## src/rtl/sha256_block_ctrl.sv

```systemverilog
// sha256_block_ctrl
//    Sequencing FSM for an external SHA-256 compression datapath. It takes a
//    start request with a padded block count, loads the IV, then for every
//    block handshakes it in, steps the compression rounds and commits the
//    intermediate hash. A one-cycle done pulse marks the final block.
//
// Ports
//    clk         in   rising-edge system clock
//    reset       in   asynchronous active-high reset
//    start       in   begin hashing (sampled only in IDLE)
//    num_blocks  in   padded block count, latched when start is accepted
//    abort       in   synchronous cancel of the current message
//    blk_valid   in   next padded block is present at the datapath input
//    blk_ready   out  controller accepts a block this cycle
//    init_h      out  load the IV into H
//    load_w      out  capture block into W[0..15] and H into a..h
//    round_en    out  advance the working variables one round
//    round_idx   out  current round t (also the K ROM address)
//    w_from_msg  out  W taken directly from the loaded block
//    update_h    out  H <= H + {a..h}
//    blk_cnt     out  number of blocks already committed
//    busy        out  high in every state except IDLE
//    done        out  one-cycle completion pulse
module sha256_block_ctrl #(
   parameter int NB_W      = 8,
   parameter int ROUNDS    = 64,
   parameter int MSG_WORDS = 16
) (
   input  logic            clk,
   input  logic            reset,
   input  logic            start,
   input  logic [NB_W-1:0] num_blocks,
   input  logic            abort,
   input  logic            blk_valid,
   output logic            blk_ready,
   output logic            init_h,
   output logic            load_w,
   output logic            round_en,
   output logic [5:0]      round_idx,
   output logic            w_from_msg,
   output logic            update_h,
   output logic [NB_W-1:0] blk_cnt,
   output logic            busy,
   output logic            done
);

   typedef enum logic [2:0] {
      S_IDLE   = 3'd0,
      S_INIT   = 3'd1,
      S_WAIT   = 3'd2,
      S_ROUND  = 3'd3,
      S_UPDATE = 3'd4,
      S_DONE   = 3'd5
   } state_t;

   localparam logic [NB_W-1:0] CNT_ZERO = {NB_W{1'b0}};
   localparam logic [NB_W-1:0] CNT_ONE  = {{(NB_W-1){1'b0}}, 1'b1};
   localparam logic [5:0]      IDX_LAST = 6'(ROUNDS - 1);
   localparam logic [6:0]      MSG_LIM  = 7'(MSG_WORDS);

   state_t            state_q, state_d;
   logic [NB_W-1:0]   nblk_q, nblk_d;
   logic [NB_W-1:0]   cnt_q, cnt_d;
   logic [NB_W-1:0]   cnt_inc_s;
   logic [5:0]        idx_q, idx_d;
   logic              blk_ready_q, blk_ready_d;
   logic              init_h_q, init_h_d;
   logic              round_en_q, round_en_d;
   logic              w_from_msg_q, w_from_msg_d;
   logic              update_h_q, update_h_d;
   logic              busy_q, busy_d;
   logic              done_q, done_d;

   // Modulo-2^NB_W increment; the terminal compare uses the latched count,
   // so a full-scale count still terminates.
   assign cnt_inc_s = cnt_q + CNT_ONE;

   // Next-state, counter and next-output decode.
   always_comb begin
      state_d = state_q;
      nblk_d  = nblk_q;
      cnt_d   = cnt_q;
      idx_d   = 6'd0;
      case (state_q)
         S_IDLE: begin
            if (start && (num_blocks != CNT_ZERO)) begin
               nblk_d  = num_blocks;
               state_d = S_INIT;
            end else begin
               state_d = S_IDLE;
            end
         end
         S_INIT: begin
            if (abort) begin
               state_d = S_IDLE;
            end else begin
               cnt_d   = CNT_ZERO;
               state_d = S_WAIT;
            end
         end
         S_WAIT: begin
            if (abort) begin
               state_d = S_IDLE;
            end else if (blk_valid) begin
               state_d = S_ROUND;
            end else begin
               state_d = S_WAIT;
            end
         end
         S_ROUND: begin
            if (abort) begin
               state_d = S_IDLE;
            end else if (idx_q == IDX_LAST) begin
               state_d = S_UPDATE;
            end else begin
               idx_d   = idx_q + 6'd1;
            end
         end
         S_UPDATE: begin
            if (abort) begin
               state_d = S_IDLE;
            end else begin
               cnt_d   = cnt_inc_s;
               state_d = (cnt_inc_s == nblk_q) ? S_DONE : S_WAIT;
            end
         end
         S_DONE: begin
            state_d = S_IDLE;
         end
         default: begin
            state_d = S_IDLE;
         end
      endcase

      // Outputs are decoded from the next state so they appear registered.
      blk_ready_d  = (state_d == S_WAIT);
      init_h_d     = (state_d == S_INIT);
      round_en_d   = (state_d == S_ROUND);
      w_from_msg_d = (state_d == S_ROUND) && ({1'b0, idx_d} < MSG_LIM);
      update_h_d   = (state_d == S_UPDATE);
      done_d       = (state_d == S_DONE);
      busy_d       = (state_d != S_IDLE);
   end

   // State, counters and registered strobes.
   always_ff @(posedge clk or posedge reset) begin
      if (reset) begin
         state_q      <= S_IDLE;
         nblk_q       <= CNT_ZERO;
         cnt_q        <= CNT_ZERO;
         idx_q        <= 6'd0;
         blk_ready_q  <= 1'b0;
         init_h_q     <= 1'b0;
         round_en_q   <= 1'b0;
         w_from_msg_q <= 1'b0;
         update_h_q   <= 1'b0;
         busy_q       <= 1'b0;
         done_q       <= 1'b0;
      end else begin
         state_q      <= state_d;
         nblk_q       <= nblk_d;
         cnt_q        <= cnt_d;
         idx_q        <= idx_d;
         blk_ready_q  <= blk_ready_d;
         init_h_q     <= init_h_d;
         round_en_q   <= round_en_d;
         w_from_msg_q <= w_from_msg_d;
         update_h_q   <= update_h_d;
         busy_q       <= busy_d;
         done_q       <= done_d;
      end
   end

   // The handshake strobe is the only combinational output: a block is
   // captured in the same cycle it is offered, unless abort cancels it.
   assign load_w     = blk_ready_q & blk_valid & ~abort;
   assign blk_ready  = blk_ready_q;
   assign init_h     = init_h_q;
   assign round_en   = round_en_q;
   assign round_idx  = idx_q;
   assign w_from_msg = w_from_msg_q;
   assign update_h   = update_h_q;
   assign blk_cnt    = cnt_q;
   assign busy       = busy_q;
   assign done       = done_q;

endmodule

```

## config.mk

```make
export PLATFORM = sky130hd
export DESIGN_NAME = sha256_block_ctrl
export DESIGN_NICKNAME = d
export VERILOG_FILES = /design/src/rtl/sha256_block_ctrl.sv
export SDC_FILE = /design/constraint.sdc
export NUM_CORES = 1
export LEC_CHECK = 0
export ABC_AREA = 1
export BUFFER_PORTS_ARGS = -buffer_cell sky130_fd_sc_hd__buf_2
export CORE_MARGIN = 4
export CORE_UTILIZATION = 27
export DETAILED_ROUTE_END_ITERATION = 8
export GPL_ROUTABILITY_DRIVEN = 0
export PLACE_DENSITY = 0.51
export REMOVE_ABC_BUFFERS = 1
export SLEW_MARGIN = 20
export SYNTH_ARGS = -nofsm -noshare
export SYNTH_HDL_FRONTEND = slang
export SYNTH_SLANG_ARGS = --single-unit
```

## constraint.sdc

```tcl
create_clock -name clk -period 3.85 [get_ports clk]
set_clock_uncertainty 0.1 [all_clocks]
set_input_delay 0.77 -clock clk [delete_from_list [all_inputs] [get_ports clk]]
set_output_delay 0.77 -clock clk [all_outputs]
set_load 0.005 [all_outputs]
```

---- After elaboration in Yosys (flattened, before gate mapping) ----
Index checks and enable logic that the tools add are counted.
cells by class
  eq/ne operators ......................... 13
  bitwise gates (word level) .............. 3
  shifts and indexed selects .............. 0
  add/sub/neg operators ................... 2
  $mul .................................... 0
  multiplexer cells ....................... 15
  reductions and logical operators ........ 8
  order comparisons ....................... 1
  div/mod/pow operators ................... 0
operator list
  kind                                                         count
  2-to-1 mux 6 bit                                             3
  2-to-1 mux 8 bit                                             2
  one-hot mux 8 bit (2 select lines)                           1
  one-hot mux 3 bit (5 select lines)                           1
  equality test 3 x 2 -> 1 bit (second input constant)         4
  2-to-1 mux 3 bit                                             4
  equality test 3 bit (second input constant)                  3
  adder 8 x 1 -> 8 bit (second input constant)                 1
  equality test 8 bit                                          1
  nonzero test 8 bit                                           1
  adder 6 x 1 -> 6 bit (second input constant)                 1
  equality test 3 x 1 -> 1 bit (second input constant)         2
  equality test 6 bit (second input constant)                  1
  less-than comparator 6 x 5 -> 1 bit (second input constant)  1
  2-to-1 mux 2 bit                                             2
  != test 2 bit (second input constant)                        2
  logical NOT 3 bit                                            1
  AND reduction 3 bit                                          1
  nonzero test 3 bit                                           1
  AND 1 bit                                                    2
  logical AND 1 bit                                            2
  2-to-1 mux 1 bit                                             2
  AND reduction 2 bit                                          1
  nonzero test 2 bit                                           1
  inverter 1 bit                                               1
word-level totals
  ROM bits ................................ 0
  bits in latches ......................... 0
  output and inout port bits .............. 22
  bits in registers ....................... 32
  bits in writable memories ............... 0
  memories ................................ 0

---- Logic depth before layout (Yosys ltp) ----
Gate-level depths: netlist (run 1).
  depth in word-level cells ............... 7
  depth in mapped cells ................... 14
  gate-level depth less buffers ........... 14

---- Worst setup path before layout (run 1) ----
Ideal clock, no wire load.
  path kind ............................... input to register
  start ................................... input port num_blocks[1]
  end ..................................... register w_from_msg_q (netlist: w_from_msg)
  path buffers ............................ 0
  setup time .............................. 0.121 ns
  path slack .............................. 1.934 ns
  arrival time ............................ 1.695 ns
  stages .................................. 8
  cells stage by stage .................... nor4_1 -> nand2_1 -> nand2_1 -> inv_1 -> nor3_1 -> inv_1 -> nand2_2 -> nor2_2
between the ends
  cells in the longest elaborated chain, start to end .. 6
RTL lines
  item                                line  text
  start: declaration                  32    input logic [NB_W-1:0] num_blocks,
  nonzero test 8 bit                  86    if (start && (num_blocks != CNT_ZERO)) begin
  logical AND 1 bit                   86
  2-to-1 mux 1 bit                    86
  one-hot mux 3 bit (5 select lines)  84    case (state_q)
  equality test 3 x 2 -> 1 bit        139   w_from_msg_d = (state_d == S_ROUND) && ({1'b0, idx_d} < MSG_LIM);
  logical AND 1 bit                   139
  via w_from_msg_d                    69    logic w_from_msg_q, w_from_msg_d;
  end signal: assignment              167   w_from_msg_q <= w_from_msg_d;
  end: declaration                    69
The timed path passes the listed nets, and every way through them passes these cells.
A chain may end at the register's enable or synchronous reset.

---- Worst setup path in the final report (run 1) ----
  start ................................... input port num_blocks[5]
  end ..................................... register busy_q (netlist: busy)
between the ends
  cells in the longest elaborated chain, start to end .. 5
RTL lines
  item                                line  text
  nonzero test 8 bit                  86
  logical AND 1 bit                   86
  2-to-1 mux 1 bit                    86
  one-hot mux 3 bit (5 select lines)  84
  nonzero test 3 bit                  142   busy_d = (state_d != S_IDLE);
  via busy_d                          71    logic busy_q, busy_d;
  end signal: assignment              169   busy_q <= busy_d;
  end: declaration                    71
The timed path passes the listed nets, and every way through them passes these cells.

==> out/qor.yml, run 1 <==
status:
  status: "finished, final reports clean"
clocking:
  clkTransAtPathRegs_ns: 0.07
  ctsLongestPathBuffers: 2
  cts_inserted_buffers: 5
  clkLatencyLatePin_ns: 0.29
  cts_root_buf: "clkbuf_8"
  cts_resized: 0
  postCtsSetupRepairBufs: 0
  cts_tree: "built"
  cts.sinks: 32
  htreeDepth: 2
  hold_buffers: 0
floorplan:
  std_cell_rows: 28
  top_level_ports: 35
  die_x_um: 87.0
  design.core.area_mm2: 0.00599
  die_area_mm2: 0.00757
  die_h_um: 87.0
  start_util_pct: 28.1
route:
  wl_per_cell_um: 11.6
  drc: 0
  routed_wl_mm: 4.03
  via_per_inst: 4.49
  drt_iter0_markers: 76
  num_vias: 1554
  drtAntennaViolNets: 0
  dr.pass1.iters: 4
timing:
  period_share_pct: 56.6
  worst_pin_slew_ns: 0.417
  fmax_mhz: 459
  setup_violations: 0
  tns_ns: 0
  post-route-min-period_ns: 2.18
  setup_slack_ns: 1.67
  rsz0062_at_grt: "false"
  slew_viol_final: 0
  slew_headroom_pct: 72.2
  hold_viol: 0
worst_hold_path:
  hold_path_class: "register to register"
logic_synthesis:
  synth_cell_types: 20
  netlist_instances: 229
  ys_warn_count: 0
  syn_avg_cell_area_um2: 7.36
  netlist_area_mm2: 0.00169
  yosys.area.top_type_share_pct: 47.5
  yosysSeqAreaShare_pct: 47.5
  synth_area_leader_cell: "dfrtp_1"
  synth_area_leaders: "dfrtp_1, nand2_1, nand3_1, inv_1, nor2_1"
  synth_seq_cells: 32
layout:
  n_antenna_cell: 0
  area_growth_pct: 23.4
  nFillCells: 641
  fin_nets: 285
  regArea_um2: 801
  final_cell_count_no_fill: 346
  drive_gt1_share_pct: 18.8
  multi_input_area_um2: 753
run:
  maxCapViolCount: 0
setup_path:
  worstSetupEndpointType: "register"
  worstSetupStartpointType: "input port"
  cp.arrival_ns: 2.26
  worst-path-max-fanout: 13
  crit_type: "input port to register"
  crit_required_ns: 3.93
power:
  vdd_drop_max_mv: 0.262
  power_mw: 1.12
  power_density_mw_per_mm2: 541
  leakage_nw: 1.12
placed_design:
  dp.cells: 338
  place_ws_ns: 1.31
  post-dp-hpwl_mm: 3.10
  portBuffers: 34
global_routing:
  antenna_found_initial: 0
  grt_max_degree: 33
  grt_pass1_vias: 1506
  track_usage_pct: 11.8
  grt_pass1_wl_mm: 6.94
  gr-total-overflow: 0
## cell families after synthesis
group           synth area share [%]
simple gates                    36.7
buf+inv                         7.79
flops                           47.5
compound gates                  4.45
xor+xnor                        2.08
fa+ha+maj                       1.48
## final timing paths
kind | cells after the start | slack (ns) | from | to
worst max-delay path | 9 | 1.67 | num_blocks[5] | busy$_DFF_PP0_
worst min-delay path | 1 | 0.39 | round_idx[0]$_DFF_PP0_ | round_idx[0]$_DFF_PP0_
worst max register to register | 10 | 1.87 | blk_cnt[0]$_DFFE_PP0P_ | done$_DFF_PP0_
worst min register to register | 1 | 0.39 | round_idx[0]$_DFF_PP0_ | round_idx[0]$_DFF_PP0_
max in group asynchronous | 3 | 2.89 | reset | blk_cnt[7]$_DFFE_PP0P_
min in group asynchronous | 3 | 0.45 | reset | init_h$_DFF_PP0_
## area by class of cell
class | instances | share of cell area (%)
well taps | 75 | 4.51
multi-input cells | 162 | 36.2
flip-flops and latches | 32 | 38.5
inverters | 34 | 6.14
clock inverters | 1 | 1.44
repair buffers | 35 | 8.54
clock buffers | 7 | 4.63
## stage by stage
stage	area (µm²)	hold slack, ns	utilization [%]
floorplan	1680	0.355	-
global placement	1950	0.378	32.6
detailed placement	1950	0.381	32.6
CTS	2080	0.391	34.7
global route	2080	0.406	34.7
finish	2080	0.386	34.7
## worst max-delay path, cell delays in order
cell,delay (ns)
buf_2,0.10
nor4_1,0.39
nand2_1,0.09
nand2_1,0.15
inv_1,0.21
nor3_1,0.31
nand3_1,0.12
inv_1,0.06
nand2_1,0.04
## registers in the layout, indices dropped and copies added, names as in the netlist
signal	flops
blk_cnt	8
blk_ready	1
busy	1
done	1
init_h	1
nblk_q	8
round_en	1
round_idx	6
state_q	3
update_h	1
w_from_msg	1
## cell usage in the layout, fill, tap and decap left out, drive strengths merged, types with 4 or more instances in the layout
cell type and count:
nand2 68, buf 35, nor2 35, inv 34
dfrtp 32, nand3 28, o21ai 10, clkbuf 7
nand4 4, o22ai 4
## routing by layer
metal | share of wire (%) | routed length (µm) | track usage [%] | vias to the layer above
li1 | - | - | - | 804
met1 | 48 | 1920 | 14.8 | 714
met2 | 47 | 1890 | 19.7 | 28
met3 | 3.7 | 150 | 2.65 | 8
met4 | 1.9 | 75 | 4.67 | 0
met5 | 0 | 0 | 0 | -
## Yosys cell counts (all sizes together)
cell type  instances
clkbuf             1
dfrtp             32
ha                 2
inv               34
nand2             68
nand3             28
nand3b             2
nand4              4
nor2              35
nor3               2
nor4               2
o21ai             10
o22ai              4
or2                1
xnor2              2
xor2               2
## report_power, final
group / total (mW) / internal [mW] / switching (mW)
Sequential: 0.459 / 0.410 / 0.0488
Clock: 0.356 / 0.228 / 0.128
Combinational: 0.309 / 0.118 / 0.191
Note: power is estimated with default switching activity, not from simulation.
==> run 2: changes to the inputs <==
--- a/config.mk
+++ b/config.mk
@@ -11,7 +11,7 @@
 export CORE_UTILIZATION = 27
 export DETAILED_ROUTE_END_ITERATION = 8
 export GPL_ROUTABILITY_DRIVEN = 0
-export PLACE_DENSITY = 0.51
+export PLACE_DENSITY = 0.53
 export REMOVE_ABC_BUFFERS = 1
 export SLEW_MARGIN = 20
 export SYNTH_ARGS = -nofsm -noshare
==> constraint.sdc (replaced) <==
create_clock -name clk -period 1.7 [get_ports clk]
set_clock_uncertainty 0.1 [all_clocks]
set_input_delay 0.34 -clock clk [delete_from_list [all_inputs] [get_ports clk]]
set_output_delay 0.34 -clock clk [all_outputs]
set_load 0.005 [all_outputs]
==> out/qor.yml, run 2 (synthesis results as in run 1) <==
placed_design:
  post-dp-hpwl_mm: 3.49  # was 3.10 mm
  dp.cells: 364  # was 338
  place_area_mm2: 0.00215  # was 0.00195 mm²
  portBuffers: 34  # unchanged
  place_ws_ns: -0.121  # was 1.31 ns
global_routing:
  antenna_found_initial: 0  # unchanged
  grt_pass1_vias: 1748  # was 1506
  track_usage_pct: 13.2  # was 11.8%
  gr-total-overflow: 0  # unchanged
  grt_max_degree: 33  # unchanged
  grt_pass1_wl_mm: 7.87  # was 6.94 mm
setup_path:
  worst-path-max-fanout: 6  # was 13
  crit_required_ns: 1.78  # was 3.93 ns
  r2r_cells: 12  # was 10
  worstSetupEndpointType: "register"  # unchanged
  worstSetupStartpointType: "register"  # was input port
  cp.arrival_ns: 1.88  # was 2.26 ns
  crit_type: "register to register"  # was input port to register
route:
  drt_iter0_markers: 94  # was 76
  drc: 0  # unchanged
  routed_wl_mm: 4.72  # was 4.03 mm
  dr.pass1.iters: 4  # unchanged
  drtAntennaViolNets: 0  # unchanged
  via_per_inst: 4.52  # was 4.49
  num_vias: 1704  # was 1554
  wl_per_cell_um: 12.5  # was 11.6 µm
timing:
  hold_viol: 0  # unchanged
  period_share_pct: 106
  setup_slack_ns: -0.101  # was 1.67 ns
  tns_ns: -0.425  # was 0 ns
  slew_viol_final: 0  # unchanged
  post-route-min-period_ns: 1.80
  worst_pin_slew_ns: 0.424  # was 0.417 ns
  fmax_mhz: 555
  rsz0062_at_grt: "true"  # was false
  slew_headroom_pct: 71.8  # was 72.2%
  setup_violations: 7  # was 0
run:
  maxCapViolCount: 0  # unchanged
layout:
  n_antenna_cell: 0  # unchanged
  fin_nets: 316  # was 285
  drive_gt1_share_pct: 36.1  # was 18.8%
  final_area_mm2: 0.00243  # was 0.00208 mm²
  multi_input_area_um2: 876  # was 753 µm²
  final_cell_mix: "nand2_1, buf_2, inv_1, dfrtp_1, buf_4"  # was nand2_1, buf_2, inv_1, dfrtp_1, nor2_1
  area_growth_pct: 44.3  # was 23.4%
  final_cell_count_no_fill: 377  # was 346
  layout_commonest_cell: "nand2_1"  # unchanged
  nFillCells: 626  # was 641
  regArea_um2: 802  # was 801 µm²
clocking:
  clkTransAtPathRegs_ns: 0.08  # was 0.07 ns
  hold_buffers: 0  # unchanged
  cts.sinks: 32  # unchanged
  htreeDepth: 2  # unchanged
  cts_inserted_buffers: 5  # unchanged
  cts_root_buf: "clkbuf_8"  # unchanged
  ctsLongestPathBuffers: 2  # unchanged
  clkLatencyLatePin_ns: 0.29  # about the same
  cts_tree: "built"  # unchanged
worst_hold_path:
  hold_path_class: "input port to async pin"  # was register to register
status:
  violations: "setup timing"
  status: "finished, violations left"  # was finished, final reports clean
power:
  power_mw: 2.66  # was 1.12 mW
  vdd_drop_max_mv: 0.512  # was 0.262 mV
  power_density_mw_per_mm2: 1100  # was 541 mW/mm²
  leakage_nw: 1.29  # was 1.12 nW
floorplan:
  die_x_um: 87.0  # unchanged
  die_h_um: 87.0  # unchanged
  design.core.area_mm2: 0.00599  # unchanged
  start_util_pct: 28.1  # unchanged
  top_level_ports: 35  # unchanged
  die_area_mm2: 0.00757  # unchanged
  std_cell_rows: 28  # unchanged
==> run 2: per-layer routing <==
layer / routed length (µm) / vias up / GRT usage (%)
met3: 231 / 5 / 2.93
met4: 39 / 0 / 2.97
li1: - / 867 / -
met1: 2150 / 797 / 17.0
met2: 2300 / 35 / 22.4
met5: 0 / - / 0
==> run 2: area by class of cell <==
type,instances,share of cell area [%]
clock inverters,3,1.75
inverters,34,5.25
repair buffers,66,17.3
well taps,75,3.86
flip-flops and latches,32,33.0
multi-input cells,162,36.0
clock buffers,5,2.83
==> run 2: stage by stage <==
| step | util [%] | hold slack, ns |
|---|---|---|
| after floorplan | - | 0.350 |
| after global placement | 35.9 | 0.355 |
| after detailed placement | 35.9 | 0.355 |
| after CTS | 39.2 | 0.0479 |
| after global routing | 40.6 | 0.0880 |
| final | 40.6 | 0.0298 |
==> run 2: worst paths after layout <==
check                                        from  slack (ns)                endpoint
setup / recovery           blk_cnt[1]$_DFFE_PP0P_       -0.10     blk_ready$_DFF_PP0_
hold / removal                              reset        0.03  blk_cnt[7]$_DFFE_PP0P_
setup reg to reg           blk_cnt[1]$_DFFE_PP0P_       -0.10     blk_ready$_DFF_PP0_
hold reg to reg             nblk_q[2]$_DFFE_PP0P_        0.39   nblk_q[2]$_DFFE_PP0P_
max in group asynchronous                   reset        1.15  blk_cnt[3]$_DFFE_PP0P_
min in group clk                    num_blocks[3]        0.17   nblk_q[3]$_DFFE_PP0P_
==> run 2: timing repair <==
| action | CTS | global route |
|---|---|---|
| pin swaps | 4 | 3 |
| resized for setup | 22 | 14 |
| setup buffers | 2 | 3 |
| setup endpoints to repair | 6 | 8 |
==> run 2: power breakdown <==
part / total (mW) / switching, mW / internal (mW)
Combinational: 0.868 / 0.504 / 0.364
Clock: 0.750 / 0.316 / 0.434
Sequential: 1.05 / 0.117 / 0.929
Total: 2.66 / 0.937 / 1.73
==> run 2: worst max-delay path, stage by stage, from the launching register on <==
cell,delay [ns]
dfrtp_1,0.42
buf_6,0.14
nand2_4,0.05
nor2_4,0.21
nand2_2,0.12
nand2_4,0.09
nor2_4,0.04
nor2_1,0.11
nand2_1,0.06
nor2_1,0.09
nand3_1,0.12
nand2_1,0.11
nor2_1,0.05
==> run 3: changes to the inputs <==
--- a/config.mk
+++ b/config.mk
@@ -11,7 +11,7 @@
 export CORE_UTILIZATION = 27
 export DETAILED_ROUTE_END_ITERATION = 8
 export GPL_ROUTABILITY_DRIVEN = 0
-export PLACE_DENSITY = 0.53
+export PLACE_DENSITY = 0.44
 export REMOVE_ABC_BUFFERS = 1
 export SLEW_MARGIN = 20
 export SYNTH_ARGS = -nofsm -noshare
==> out/qor.yml, run 3 (synthesis results as in run 1) <==
status:
  status: "finished, violations left"  # unchanged
  violations: "setup timing"  # unchanged
power:
  p_int_mw: 1.83  # was 1.73 mW
  power_mw: 2.84  # was 2.66 mW
  vdd_drop_max_mv: 0.419  # was 0.512 mV
  pwr-share-clk_pct: 25.7  # was 28.2%
  leakage_nw: 1.32  # was 1.29 nW
  power_density_mw_per_mm2: 1130  # was 1100 mW/mm²
  switchingPower_mw: 1.01  # was 937 µW
  p_comb_share_pct: 37.0  # was 32.6%
  p_seq_share_pct: 37.3  # was 39.3%
  swShare_pct: 35.5  # was 35.2%
layout:
  layout_commonest_cell: "nand2_1"  # unchanged
  regArea_um2: 802  # unchanged
  area_growth_pct: 49.1  # was 44.3%
  final_cell_mix: "nand2_1, buf_2, inv_1, dfrtp_1, buf_4"  # unchanged
  nFillCells: 629  # was 626
  drive_gt1_share_pct: 38.8  # was 36.1%
  fin_nets: 318  # was 316
  multi_input_area_um2: 938  # was 876 µm²
  n_antenna_cell: 0  # unchanged
timing:
  worst_pin_slew_ns: 0.417  # was 0.424 ns
  tns_ns: -0.718  # was -0.425 ns
  slew_viol_final: 0  # unchanged
  fmax_mhz: 543  # was 555 MHz
  setup_violations: 8  # was 7
  period_share_pct: 108  # was 106%
  setup_slack_ns: -0.143  # was -0.101 ns
  rsz0062_at_grt: "true"  # unchanged
  slew_headroom_pct: 72.2  # was 71.8%
  post-route-min-period_ns: 1.84  # was 1.80 ns
  hold_viol: 0  # unchanged
clocking:
  clkTransAtPathRegs_ns: 0.07  # was 0.08 ns
  cts_tree: "built"  # unchanged
  hold_buffers: 0  # unchanged
  clkLatencyLatePin_ns: 0.29  # about the same
  cts.sinks: 32  # unchanged
  htreeDepth: 2  # unchanged
  ctsLongestPathBuffers: 2  # unchanged
  cts_root_buf: "clkbuf_8"  # unchanged
  cts_inserted_buffers: 5  # unchanged
setup_path:
  timing.critical_path.mode_cell: "nand2_2"  # was nor2_1
  crit_required_ns: 1.79  # was 1.78 ns
  path_cells: "ha_4, buf_4, nand4_1, nand3_2, nand2_1, nor2_2, nand2_2, nor2_4, nand3_4, nand2_2, nor2_1"  # was buf_6, nand2_4, nor2_4, nand2_2, nand2_4, nor2_4, nor2_1, nand2_1, nor2_1, nand3_1, nand2_1, nor2_1
  crit_type: "register to register"  # unchanged
  worstSetupEndpointType: "register"  # unchanged
  cp_slowest_cell: "dfrtp_1"  # unchanged
  worstSetupStartpointType: "register"  # unchanged
  cpPeakStageDelay_ns: 0.41  # was 0.42 ns
  cp.arrival_ns: 1.93  # was 1.88 ns
  worst-path-max-fanout: 4  # was 6
placed_design:
  portBuffers: 34  # unchanged
  post-dp-hpwl_mm: 3.45  # was 3.49 mm
run:
  maxCapViolCount: 0  # unchanged
route:
  drt_iter0_markers: 57  # was 94
  wl_per_cell_um: 12.2  # was 12.5 µm
  drtAntennaViolNets: 0  # unchanged
  drc: 0  # unchanged
  dr.pass1.iters: 5  # was 4
  num_vias: 1717  # was 1704
  routed_wl_mm: 4.61  # was 4.72 mm
  via_per_inst: 4.53  # was 4.52
global_routing:
  grt_pass1_wl_mm: 7.40  # was 7.87 mm
  grt_pass1_vias: 1606  # was 1748
  grt_max_degree: 33  # unchanged
  track_usage_pct: 12.8  # was 13.2%
  gr-total-overflow: 0  # unchanged
  antenna_found_initial: 0  # unchanged
floorplan:
  std_cell_rows: 28  # unchanged
  die_area_mm2: 0.00757  # unchanged
  die_x_um: 87.0  # unchanged
  start_util_pct: 28.1  # unchanged
  design.core.area_mm2: 0.00599  # unchanged
  die_h_um: 87.0  # unchanged
  top_level_ports: 35  # unchanged
worst_hold_path:
  hold_path_class: "input port to async pin"  # unchanged
-- run 3: changes by cell type in the layout (fill, tap and decap cells not counted), moves of 2 or more --
cell     delta
nor2_1      -2
nand2_4     +3
nor2_2      -3
nand2_2     +6
nand3_1     +3
nand2_1     -9
nand3_2     -5
nor2_4      +5
nand3_4     +2
-- run 3: layer usage --
layer  global-route usage, %  wire length [µm]
met2                    20.7              2310
met3                    3.97               222
met1                    16.4              2010
met5                       0                 0
met4                    3.82                60
-- run 3: path summary, 6_finish.rpt --
path,from,cells past startpoint,endpoint,slack (ns)
max in group asynchronous,reset,3,blk_cnt[2]$_DFFE_PP0P_,1.15
setup / recovery,blk_cnt[0]$_DFFE_PP0P_,11,blk_ready$_DFF_PP0_,-0.14
hold / removal,reset,3,round_idx[1]$_DFF_PP0_,0.02
min in group clk,num_blocks[3],3,nblk_q[3]$_DFFE_PP0P_,0.16
hold reg to reg,nblk_q[0]$_DFFE_PP0P_,2,nblk_q[0]$_DFFE_PP0P_,0.41
setup reg to reg,blk_cnt[0]$_DFFE_PP0P_,11,blk_ready$_DFF_PP0_,-0.14
-- run 3: worst max-delay path, delay by kind of cell, from the launching register on --
family                     cells  cell delay (ns)
and+or+nand+nor                9             0.90
adders and majority gates      1             0.20
buffers and inverters          1             0.12
DFF                            1             0.41
-- run 3: power groups by stage --
stage | Combinational (mW) | Clock, mW | Sequential (mW)
2_1_floorplan | 0.510 | 0 | 1.03
5_1_grt | 1.18 | 0.795 | 1.08
6_report | 1.05 | 0.729 | 1.06
3_5_place_dp | 0.849 | 0 | 1.06
3_3_place_gp | 0.850 | 0 | 1.06
4_1_cts | 0.865 | 0.757 | 1.05
-- run 3: area by class of cell --
cell class / instances / area share, %
inverters: 34 / 5.18
well taps: 75 / 3.74
flip-flops and latches: 32 / 31.9
repair buffers: 68 / 17.5
clock inverters: 2 / 1.39
clock buffers: 6 / 2.89
multi-input cells: 162 / 37.4
-- run 3: per-stage QoR --
stage | util, % | worst slack, ns | hold slack [ns] | area (µm²) | instances
floorplan | - | -0.0329 | 0.350 | 1680 | 228
global placement | 35.9 | -0.126 | 0.357 | 2150 | 364
detailed placement | 35.9 | -0.146 | 0.357 | 2150 | 364
CTS | 39.1 | -0.0816 | 0.0344 | 2340 | 375
global route | 41.9 | -0.232 | 0.0864 | 2510 | 379
finish | 41.9 | -0.143 | 0.0218 | 2510 | 379
-- run 3: repair_timing --
| action | CTS | global route |
|---|---|---|
| setup endpoints to repair | 7 | 8 |
| buffers inserted | 3 | 4 |
| resized for setup | 19 | 36 |
| pin swaps | 12 | 17 |
